[src/rtl/uart_pkg.sv]
// Shared opcode/response bytes and FSM state encoding
// for the UART register responder.
package uart_pkg;

    localparam logic [7:0] OP_WRITE = 8'h57;
    localparam logic [7:0] OP_READ  = 8'h52;
    localparam logic [7:0] RSP_ACK  = 8'h06;
    localparam logic [7:0] RSP_NAK  = 8'h15;

    typedef enum logic [2:0] {
        IDLE,
        ADDR,
        WDATA,
        WRITE,
        READ,
        RESP,
        DATA,
        NAK
    } state_t;

endpackage

[src/rtl/uart_reg_responder.sv]
// Byte-stream register access bridge: 'W'/'R' commands from a UART
// receiver become register strobes, answered with ACK/NAK and read data.
module uart_reg_responder
    import uart_pkg::*;
#(
    parameter int ADDR_WIDTH = 8,
    parameter int DATA_BYTES = 4
) (
    input  logic                    i_clock,
    input  logic                    i_reset,
    input  logic [7:0]              i_rx_data,
    input  logic                    i_rx_data_valid,
    output logic                    o_rx_data_ready,
    output logic [7:0]              o_tx_data,
    output logic                    o_tx_data_valid,
    input  logic                    i_tx_data_ready,
    output logic [ADDR_WIDTH-1:0]   o_reg_addr,
    output logic [8*DATA_BYTES-1:0] o_reg_wdata,
    output logic                    o_reg_we,
    output logic                    o_reg_re,
    input  logic [8*DATA_BYTES-1:0] i_reg_rdata,
    input  logic                    i_reg_ack
);

    localparam int DW = 8 * DATA_BYTES;
    localparam int CW = $clog2(DATA_BYTES) + 1;
    localparam logic [CW-1:0] LAST = CW'(DATA_BYTES - 1);

    state_t          state;
    logic            is_read;
    logic [CW-1:0]   cnt;
    logic [DW-1:0]   rdata_q;
    logic [7:0]      tx_data;
    logic            we;
    logic            re;
    logic [ADDR_WIDTH-1:0] addr;
    logic [DW-1:0]   wdata;

    logic rx_fire;
    logic tx_fire;

    function automatic logic [7:0] byte_at(
        input logic [DW-1:0] word,
        input logic [CW-1:0] idx
    );
        logic [7:0] b;
        b = '0;
        for (int i = 0; i < DATA_BYTES; i++) begin
            if (idx == CW'(i)) b = word[8*i +: 8];
        end
        return b;
    endfunction

    assign o_rx_data_ready = (state == IDLE) ||
                             (state == ADDR) ||
                             (state == WDATA);
    assign o_tx_data_valid = (state == RESP) ||
                             (state == DATA) ||
                             (state == NAK);

    assign rx_fire = i_rx_data_valid && o_rx_data_ready;
    assign tx_fire = o_tx_data_valid && i_tx_data_ready;

    assign o_tx_data   = tx_data;
    assign o_reg_we    = we;
    assign o_reg_re    = re;
    assign o_reg_addr  = addr;
    assign o_reg_wdata = wdata;

    always_ff @(posedge i_clock or posedge i_reset) begin
        if (i_reset) begin
            state   <= IDLE;
            is_read <= 1'b0;
            cnt     <= '0;
            rdata_q <= '0;
            tx_data <= '0;
            we      <= 1'b0;
            re      <= 1'b0;
            addr    <= '0;
            wdata   <= '0;
        end else begin
            case (state)
                IDLE: begin
                    if (rx_fire) begin
                        if (i_rx_data == OP_WRITE) begin
                            is_read <= 1'b0;
                            state   <= ADDR;
                        end else if (i_rx_data == OP_READ) begin
                            is_read <= 1'b1;
                            state   <= ADDR;
                        end else begin
                            tx_data <= RSP_NAK;
                            state   <= NAK;
                        end
                    end
                end
                ADDR: begin
                    if (rx_fire) begin
                        addr <= ADDR_WIDTH'(i_rx_data);
                        cnt  <= '0;
                        if (is_read) begin
                            re    <= 1'b1;
                            state <= READ;
                        end else begin
                            state <= WDATA;
                        end
                    end
                end
                WDATA: begin
                    if (rx_fire) begin
                        for (int i = 0; i < DATA_BYTES; i++) begin
                            if (cnt == CW'(i)) wdata[8*i +: 8] <= i_rx_data;
                        end
                        if (cnt == LAST) begin
                            we    <= 1'b1;
                            state <= WRITE;
                        end else begin
                            cnt <= cnt + 1'b1;
                        end
                    end
                end
                WRITE: begin
                    // the strobe is a single pulse even if ack is slow
                    we <= 1'b0;
                    if (i_reg_ack) begin
                        tx_data <= RSP_ACK;
                        state   <= RESP;
                    end
                end
                READ: begin
                    if (i_reg_ack) begin
                        re      <= 1'b0;
                        rdata_q <= i_reg_rdata;
                        tx_data <= RSP_ACK;
                        state   <= RESP;
                    end
                end
                RESP: begin
                    if (tx_fire) begin
                        if (is_read) begin
                            cnt     <= '0;
                            tx_data <= rdata_q[7:0];
                            state   <= DATA;
                        end else begin
                            state <= IDLE;
                        end
                    end
                end
                DATA: begin
                    if (tx_fire) begin
                        if (cnt == LAST) begin
                            state <= IDLE;
                        end else begin
                            cnt     <= cnt + 1'b1;
                            tx_data <= byte_at(rdata_q, cnt + 1'b1);
                        end
                    end
                end
                NAK: begin
                    if (tx_fire) state <= IDLE;
                end
                default: state <= IDLE;
            endcase
        end
    end

endmodule

[config.mk]
export PLATFORM = sky130hd
export DESIGN_NAME = uart_reg_responder
export DESIGN_NICKNAME = d
export VERILOG_FILES = /design/src/rtl/uart_pkg.sv /design/src/rtl/uart_reg_responder.sv
export SDC_FILE = /design/constraint.sdc
export NUM_CORES = 1
export LEC_CHECK = 0
export ABC_AREA = 1
export CAP_MARGIN = 40
export CORE_ASPECT_RATIO = 1.75
export CORE_MARGIN = 1
export CORE_UTILIZATION = 54
export DETAILED_ROUTE_END_ITERATION = 8
export PLACE_DENSITY = 0.89
export SLEW_MARGIN = 20
export SYNTH_ARGS = -nofsm -noshare
export SYNTH_HDL_FRONTEND = slang
export SYNTH_SLANG_ARGS = --single-unit
[constraint.sdc]
create_clock -name i_clock -period 9 [get_ports i_clock]
set_clock_uncertainty 0.15 [all_clocks]
set_input_delay 1.35 -clock i_clock [delete_from_list [all_inputs] [get_ports i_clock]]
set_output_delay 1.35 -clock i_clock [all_outputs]
set_load 0.02 [all_outputs]
==> results of run 1 <==
-- synth_stat cells, drive strengths merged --
library cell and number:
or2 1, buf 15, nand3 26, clkbuf 2, mux2 8, inv 66
nor2 18, ha 6, a21boi 1, o211ai 3, nor3 3, o22ai 2
nand2 170, a21oi 14, dfrtp 89, o21ai 86
-- layer usage --
| metal | wire, um | GRT usage, % | vias to the layer above |
|---|---|---|---|
| met4 | 487 | 16.4 | 0 |
| met5 | 0 | 0 | - |
| li1 | - | - | 1801 |
| met3 | 666 | 8.69 | 32 |
| met2 | 5560 | 49.3 | 115 |
| met1 | 4050 | 30.0 | 1715 |
-- critical path: cells and delay by family (launching register included) --
kind	cells	cell delay, ns
buf+inv	3	0.83
flops	1	0.65
simple gates	1	0.17
-- final timing paths --
kind,startpoint,end,slack [ns],cells after the start
setup / recovery,state[2]$_DFFE_PP0P_,o_rx_data_ready,5.51,4
hold / removal,o_tx_data[5]$_DFFE_PP0P_,o_tx_data[5]$_DFFE_PP0P_,0.33,2
setup reg to reg,cnt[0]$_DFFE_PP0P_,o_tx_data[3]$_DFFE_PP0P_,6.53,10
hold reg to reg,o_tx_data[5]$_DFFE_PP0P_,o_tx_data[5]$_DFFE_PP0P_,0.33,2
max in group asynchronous,i_reset,state[1]$_DFFE_PP0P_,6.76,4
min in group asynchronous,i_reset,rdata_q[14]$_DFFE_PP0P_,1.32,3
-- final cells by class --
type | count | area (um2)
clock buffer | 12 | 256
clock inverter | 4 | 27.5
fill | 568 | 2010
inverter | 66 | 251
multi-input combinational | 338 | 1620
sequential | 89 | 2230
tap | 88 | 110
timing repair buffer | 99 | 1020
-- power groups by stage --
stage               registers, uW  logic [uW]  clock network (uW)
finish                        672         854                 350
global route                  691         942                 369
CTS                           670         852                 355
detailed placement            674         842                   0
global placement              668         814                   0
floorplan                     731         453                   0
-- stage by stage --
step	total power (uW)	worst slack, ns	area [um2]	util, %
after floorplan	1180	5.19	4190	-
after global placement	1480	5.56	5180	68.9
after detailed placement	1520	5.80	5220	69.5
after CTS	1880	5.50	5510	73.3
after global routing	2000	5.42	5510	73.3
final	1880	5.51	5510	73.3
-- cells by family (layout without fill, tap and decap cells) --
family                     after synthesis  after routing  share of synthesized area [%]
AOI/OAI and AO/OA                      106            106                           13.0
adders and majority gates                6              6                           1.79
buffers and inverters                   83            181                           8.33
DFF                                     89             89                           53.2
muxes                                    8              8                           2.15
and+or+nand+nor                        218            218                           21.6
-- registers in the layout, indices dropped and copies added, names as in the netlist --
name / count
o_reg_wdata: 32
o_tx_data: 8
o_reg_re: 1
o_reg_we: 1
cnt: 3
o_reg_addr: 8
rdata_q: 32
is_read: 1
state: 3
==> results by group, run 1 <==
STA
  – Fmax: 286 MHz
  – Setup Total Neg Slack: 0 ns
  – Period minus WS final: 3.49 ns
  – Tcrit/Tclk final: 38.8%
  – Worst hold margin: 0.333 ns
  – Setup Viol. Count Final: 0
  – RSZ-0062 raised after global routing: no
  – Slew Limit Fails: 0
  – Rel. slew slack: 61.3%
  – Worst-Margin Slew: 0.580 ns
  – Hold Fails Final Rpt: 0

Synth
  – Largest cells by area after synthesis: dfrtp_1, nand2_1, o21ai_0, inv_1, nand3_1
  – Syn nets: 561
  – Top-area cell type share of the netlist area: 53.2%
  – Yosys cell types: 25
  – Synthesized area: 0.00419 mm2
  – YS warnings: 0
  – Leading area contributor after synthesis: dfrtp_1
  – Sequential-to-total area share from yosys stat: 53.2%
  – Cells after Synth: 510
  – Yosys reg bits: 89
  – Synth Area per Inst: 8.22 um2

Worst setup path
  – CP Class: reg -> out
  – Critical path's most frequent cell: inv_1
  – CP max-delay cell: dfrtp_1
  – CP Max Fanout: 14
  – CP Data Required Time: 7.50 ns
  – Setup crit start kind: flop
  – Worst EP arrival: 1.99 ns
  – Crit end category: output port
  – CP cell instances: inv_1 -> nand2_1 -> inv_1 -> clkdlybuf4s50_1
  – CP max stage delay: 0.65 ns

Global routing
  – Antenna violations before repair: 0
  – Largest net degree at the start of global routing: 48
  – First-pass GRT wire length: 17100 um
  – Number of global-route vias before repair: 3714
  – Gr usage total: 29.0%
  – Gr ovfl total: 0

Placed design
  – PortBufs: 96
  – Placed insts: 680
  – Post-DP HPWL: 7890 um
  – Gpl congestion: 0.937

Routing
  – First-pass detailed-route iteration total: 4
  – Routed Antenna Nets: 0
  – DRT iter0 DRCs: 307
  – Vias: 3663
  – Wire per inst: 15.5 um
  – Post-route DRC: 0
  – Routed WL: 10800 um
  – DR vias/cell: 5.26

Clock network
  – CTS tree: done
  – Maximum clock path buffer count: 2
  – Clk root buf: clkbuf_16
  – H-tree levels: 3
  – CTS Hold Bufs: 0
  – Clock transition at path regs: 0.06 ns
  – Num CTS Buffers: 9
  – CTS resizes: 0
  – Setup bufs post-CTS: 0
  – Later-pin clock latency in the skew report: 0.34 ns
  – Sink Count: 89

Cells and area
  – Final #Nets: 654
  – Final Non-Filler Cells: 696
  – Antenna cell count: 0
  – Area delta synth->final: 31.4%
  – Most frequent cells in the layout: nand2_1, clkdlybuf4s50_1, dfrtp_1
  – Layout cell share with drive strength beyond 1: 6.25%
  – Commonest non-fill, non-tap cell in the layout: nand2_1

Power and ir drop
  – Leak Pwr: 0.00263 uW
  – Clock power share: 18.7%
  – Reg power frac: 35.8%
  – Peak supply drop: 0.000208 V
  – Net Sw Power: 773 uW
  – Pwr/cell area: 341 mW/mm2
  – Switching share of total power: 41.2%
  – Cell-internal power: 1100 uW
  – Combinational Power Share: 45.5%

Run
  – Max-Cap Viols: 0

Floorplan
  – Die area: 0.00813 mm2
  – Starting Density: 55.8%
  – DIE WIDTH: 68.6 um
  – Chip height: 119 um
  – Std cell rows: 42
  – Ports: 97
  – Core area: 0.00751 mm2

Hold path
  – Hold Crit Class: reg -> reg

Outcome
  – Status: completed
Power figures use the tool's default switching activity.
==> run 2, diff against run 1 <==
- CORE_UTILIZATION: 54 -> 45
- PLACE_DENSITY: 0.89 -> 0.8
- clock period: 9 -> 3 ns (I/O delays scaled with it)
==> results by group, run 2 (same netlist as run 1, synthesis figures left out) <==
Run
  – Max-Cap Viols: 0 (unchanged)

Worst setup path
  – CP Max Fanout: 14 (unchanged)
  – CP max stage delay: 0.64 ns (about the same)
  – CP cell instances: inv_1 -> nand2_1 -> inv_1 -> clkdlybuf4s50_1
  – CP Data Required Time: 2.40 ns (-5.10 ns)
  – Worst EP arrival: 1.95 ns (-0.04 ns)
  – CP Buf/Inv Count: 3 (unchanged)
  – CP max-delay cell: dfrtp_1
  – Setup crit start kind: flop
  – CP Class: reg -> out
  – Critical path's most frequent cell: inv_1
  – Crit end category: output port
  – Crit-path leading delay family: buffers and inverters

STA
  – Period minus WS final: 2.55 ns
  – Fmax: 392 MHz
  – Slew Limit Fails: 0 (unchanged)
  – Worst-Margin Slew: 0.648 ns (+0.0679 ns)
  – Setup Total Neg Slack: 0 ns (unchanged)
  – PnR worst setup slack: 0.450 ns (-5.06 ns)
  – Worst hold margin: 0.339 ns (+0.00607 ns)
  – Rel. slew slack: 56.8% (-4.6 points)
  – Setup Viol. Count Final: 0 (unchanged)
  – Hold Fails Final Rpt: 0 (unchanged)
  – Tcrit/Tclk final: 85.0%
  – RSZ-0062 raised after global routing: no

Routing
  – Met1 Wirelength: 4050 um (about the same)
  – Vias: 3720 (+1.6%)
  – Total length of routed met2 wires: 5720 um (+2.9%)
  – Met3 routed wirelength: 690 um (+3.6%)
  – Uppermost layer routed: met4
  – DR vias/cell: 5.11 (-2.9%)
  – Routed Antenna Nets: 0 (unchanged)
  – First-pass detailed-route iteration total: 5 (+1)
  – DRT iter0 DRCs: 250 (-19%)
  – Routed WL: 10900 um (+1.6%)
  – Wire per inst: 15.0 um (-2.9%)
  – Post-route DRC: 0 (unchanged)

Cells and area
  – Final instance area: 0.00555 mm2 (+0.73%)
  – Final #Nets: 655 (+0.15%)
  – Area delta synth->final: 32.4%
  – Commonest non-fill, non-tap cell in the layout: nand2_1
  – Layout cell share with drive strength beyond 1: 6.25% (unchanged)
  – Final Non-Filler Cells: 728 (+4.6%)
  – Most frequent cells in the layout: nand2_1, clkdlybuf4s50_1, dfrtp_1
  – FILL cells: 805 (+42%)
  – Antenna cell count: 0 (unchanged)

Floorplan
  – Die area: 0.00972 mm2 (+20%)
  – Std cell rows: 46 (+9.5%)
  – Core area: 0.00904 mm2 (+20%)
  – DIE WIDTH: 74.9 um (+9.3%)
  – Starting Density: 46.4% (-9.4 points)
  – Chip height: 130 um (+9.4%)
  – Ports: 97 (unchanged)

Power and ir drop
  – Net Sw Power: 2290 uW (+200%)
  – Combinational Power Share: 44.7% (-0.8 points)
  – Leak Pwr: 0.00265 uW (+0.63%)
  – Cell-internal power: 3380 uW (+210%)
  – Peak supply drop: 0.000657 V (+220%)
  – Clock power share: 19.7% (+1.0 points)
  – Reg power frac: 35.6% (-0.2 points)
  – Pwr/cell area: 1020 mW/mm2 (+200%)
  – Switching share of total power: 40.4% (-0.85 points)

Clock network
  – Num CTS Buffers: 9 (unchanged)
  – Later-pin clock latency in the skew report: 0.34 ns (about the same)
  – Clk root buf: clkbuf_16
  – Clock transition at path regs: 0.06 ns (about the same)
  – CTS Hold Bufs: 0 (unchanged)
  – CTS resizes: 0 (unchanged)
  – Setup bufs post-CTS: 0 (unchanged)
  – H-tree levels: 3 (unchanged)
  – CTS tree: done
  – Sink Count: 89 (unchanged)
  – Maximum clock path buffer count: 2 (unchanged)

Placed design
  – Placed insts: 713 (+4.9%)
  – Gpl congestion: 1.00 (+7.1%)
  – Dpl cell area: 0.00525 mm2 (+0.53%)
  – Place WS: 0.700 ns (-5.10 ns)
  – Post-DP HPWL: 8250 um (+4.5%)
  – PortBufs: 96 (unchanged)

Hold path
  – Hold Crit Class: reg -> reg

Global routing
  – Gr ovfl total: 0 (unchanged)
  – Antenna violations before repair: 0 (unchanged)
  – Number of global-route vias before repair: 3763 (+1.3%)
  – First-pass GRT wire length: 17800 um (+4.0%)
  – Gr usage total: 24.6% (-4.4 points)
  – Largest net degree at the start of global routing: 45 (-6.3%)

Outcome
  – Status: completed
-- run 2: cell types whose count changed in the layout (fill, tap and decap cells not counted), sizes merged --
| cell | delta |
|---|---|
| buf | +1 |
| clkinv | +1 |
| clkinvlp | -3 |
| bufinv | +1 |
-- run 2: through the flow --
stage	utilization (%)	total power, uW
floorplan	-	3550
global placement	58.1	4470
detailed placement	58.1	4540
CTS	61.4	5670
global route	61.4	6050
finish	61.4	5670
-- run 2: area by class of cell --
cell class	count	area (um2)	share of cell area (%)
inverter	66	251	4.53
timing repair buffer	100	1000	18.1
tap	120	150	2.71
sequential	89	2230	40.1
clock inverter	3	40.0	0.722
multi-input combinational	338	1620	29.2
clock buffer	12	256	4.62
-- run 2: final timing paths --
| path | from | end | slack, ns | cells after the start |
|---|---|---|---|---|
| max | state[2]$_DFFE_PP0P_ | o_rx_data_ready | 0.45 | 4 |
| min | o_reg_wdata[21]$_DFFE_PP0P_ | o_reg_wdata[21]$_DFFE_PP0P_ | 0.34 | 2 |
| max reg2reg | cnt[0]$_DFFE_PP0P_ | o_tx_data[1]$_DFFE_PP0P_ | 0.60 | 10 |
| min reg2reg | o_reg_wdata[21]$_DFFE_PP0P_ | o_reg_wdata[21]$_DFFE_PP0P_ | 0.34 | 2 |
| max in group asynchronous | i_reset | o_tx_data[3]$_DFFE_PP0P_ | 1.71 | 3 |
| min in group asynchronous | i_reset | o_reg_wdata[11]$_DFFE_PP0P_ | 0.35 | 2 |
-- run 2: power groups by stage --
stage / clock (uW) / sequential [uW] / combinational, uW
3_5_place_dp: 0 / 2030 / 2510
3_3_place_gp: 0 / 2020 / 2450
2_1_floorplan: 0 / 2190 / 1360
5_1_grt: 1180 / 2070 / 2800
6_report: 1120 / 2020 / 2530
4_1_cts: 1130 / 2020 / 2530
-- run 2: per-layer routing --
layer	vias to the layer above	track usage [%]
li1	1805	-
met1	1721	26.2
met2	159	42.9
met3	35	5.83
met4	0	14.8
met5	-	0
-- run 2: tightest hold or removal path, stage by stage, from the launching register on --
cell	delay, ns
dfrtp_1	0.35
nand2_1	0.05
o21ai_0	0.06
==> run 3, diff against run 2 <==
- clock period: 3 -> 2.1 ns (I/O delays scaled with it)
==> results by group, run 3 (same netlist as run 1, synthesis figures left out) <==
Outcome
  – Status: completed

Worst setup path
  – Reg-to-Reg Start: cnt[0]$_DFFE_PP0P_
  – Worst r2r path cells: 12 (+2)
  – CP Class: reg -> out
  – CP cell instances: o21ai_1 -> inv_1 -> clkdlybuf4s50_1
  – CP Data Required Time: 1.63 ns (-0.77 ns)
  – R2R setup slack: 0.15 ns (-0.45 ns)
  – CP Buf/Inv Count: 2 (-1)
  – Setup crit start kind: flop
  – CP max stage delay: 0.53 ns (-0.11 ns)
  – CP Max Fanout: 6 (-8)
  – Crit-path leading delay family: buffers and inverters
  – Worst EP arrival: 1.53 ns (-0.42 ns)
  – Crit end category: output port
  – CP startpoint: state[1]$_DFFE_PP0P_
  – R2R Path End: o_tx_data[7]$_DFFE_PP0P_
  – CP max-delay cell: clkdlybuf4s50_1

Global routing
  – Gr usage total: 25.5% (+0.89 points)
  – Largest net degree at the start of global routing: 90 (+100%)
  – Antenna violations before repair: 0 (unchanged)
  – Number of global-route vias before repair: 3849 (+2.3%)
  – First-pass GRT wire length: 18400 um (+3.3%)
  – Gr ovfl total: 0 (unchanged)

Floorplan
  – Die area: 0.00972 mm2 (unchanged)
  – Std cell rows: 46 (unchanged)
  – DIE WIDTH: 74.9 um (unchanged)
  – Starting Density: 46.4% (unchanged)
  – Chip height: 130 um (unchanged)
  – Ports: 97 (unchanged)
  – Core area: 0.00904 mm2 (unchanged)

Cells and area
  – Area delta synth->final: 34.5%
  – Commonest non-fill, non-tap cell in the layout: nand2_1
  – Post-layout util: 62.4% (+0.96 points)
  – Most frequent cells in the layout: nand2_1, clkdlybuf4s50_1, dfrtp_1
  – Final Non-Filler Cells: 739 (+1.5%)
  – Layout cell share with drive strength beyond 1: 8.72% (+2.5 points)
  – FILL cells: 808 (+0.37%)
  – Antenna cell count: 0 (unchanged)
  – Final #Nets: 665 (+1.5%)

Clock network
  – CTS resizes: 0 (unchanged)
  – Later-pin clock latency in the skew report: 0.34 ns (about the same)
  – Maximum clock path buffer count: 2 (unchanged)
  – H-tree levels: 3 (unchanged)
  – CTS Hold Bufs: 0 (unchanged)
  – Clk root buf: clkbuf_16
  – Num CTS Buffers: 9 (unchanged)
  – CTS tree: done
  – Clock transition at path regs: 0.06 ns (about the same)
  – Setup bufs post-CTS: 0 (unchanged)
  – Sink Count: 89 (unchanged)

Run
  – Max-Cap Viols: 0 (unchanged)

STA
  – Slew Limit Fails: 0 (unchanged)
  – Period minus WS final: 2.00 ns
  – Rel. slew slack: 69.2% (+12 points)
  – Worst hold margin: 0.313 ns (-0.0260 ns)
  – Setup Total Neg Slack: 0 ns (unchanged)
  – Tcrit/Tclk final: 95.1%
  – Fmax: 500 MHz
  – Worst-Margin Slew: 0.463 ns (-0.185 ns)
  – Setup Viol. Count Final: 0 (unchanged)
  – Hold Fails Final Rpt: 0 (unchanged)

Routing
  – Post-route DRC: 0 (unchanged)
  – DRT iter0 DRCs: 263 (+5.2%)
  – Vias: 3792 (+1.9%)
  – DR vias/cell: 5.13 (+0.42%)
  – First-pass detailed-route iteration total: 5 (unchanged)
  – Routed WL: 11400 um (+4.3%)
  – Wire per inst: 15.4 um (+2.7%)
  – Routed Antenna Nets: 0 (unchanged)

Power and ir drop
  – Power, Total: 8130 uW (+43%)
  – Leak Pwr: 0.00269 uW (+1.7%)
  – Pwr/cell area: 1440 mW/mm2 (+41%)
  – Peak supply drop: 0.000929 V (+41%)

Placed design
  – Placed insts: 723 (+1.4%)
  – PortBufs: 96 (unchanged)
  – Post-DP HPWL: 8580 um (+4.1%)
  – Gpl congestion: 0.939 (-6.4%)

Hold path
  – Hold Crit Class: in -> async
==> run 3: worst min-delay path, delay by kind of cell <==
family                 cells  cell delay, ns
buffers and inverters      3            0.92
==> run 3: layout make-up <==
class                   count  area [um2]  share of cell area, %
inverters                  66         254                   4.51
clock buffers               9         225                   4.00
flip-flops and latches     89        2230                   39.5
repair buffers            110        1090                   19.4
clock inverters             7        45.0                  0.799
well taps                 120         150                   2.66
multi-input cells         338        1640                   29.1
==> run 3: routing by layer <==
layer / track usage (%) / up-vias / routed length [um]
met5: 0 / - / 0
met1: 26.2 / 1758 / 4040
met2: 45.2 / 163 / 6040
li1: - / 1825 / -
met3: 6.07 / 46 / 706
met4: 15.9 / 0 / 611
==> run 3: per-stage QoR <==
step,cell area [um2],worst slack [ns]
after floorplan,4190,0.156
after global placement,5340,0.106
after detailed placement,5340,0.0456
after CTS,5610,0.0137
after global routing,5630,-0.00509
final,5630,0.102
==> run 3: where the power goes <==
group / switching (uW) / total (uW) / leakage [uW] / internal (uW)
clock network: 667 / 1470 / 0.000135 / 799
registers: 408 / 2820 / 0.00114 / 2410
logic: 2300 / 3840 / 0.00142 / 1540
==> run 3: worst max path at each step <==
| stage | end | slack (ns) | depth (start not counted) |
|---|---|---|---|
| 2_1_floorplan | o_tx_data[3]$_DFFE_PP0P_ | 0.16 | 12 |
| 3_3_place_gp | o_tx_data[5]$_DFFE_PP0P_ | 0.11 | 11 |
| 3_5_place_dp | o_tx_data[7]$_DFFE_PP0P_ | 0.05 | 11 |
| 4_1_cts | o_tx_data_valid | 0.01 | 3 |
| 5_1_grt | o_tx_data[1]$_DFFE_PP0P_ | -0.005 | 10 |
| 6_report | o_tx_data_valid | 0.10 | 3 |
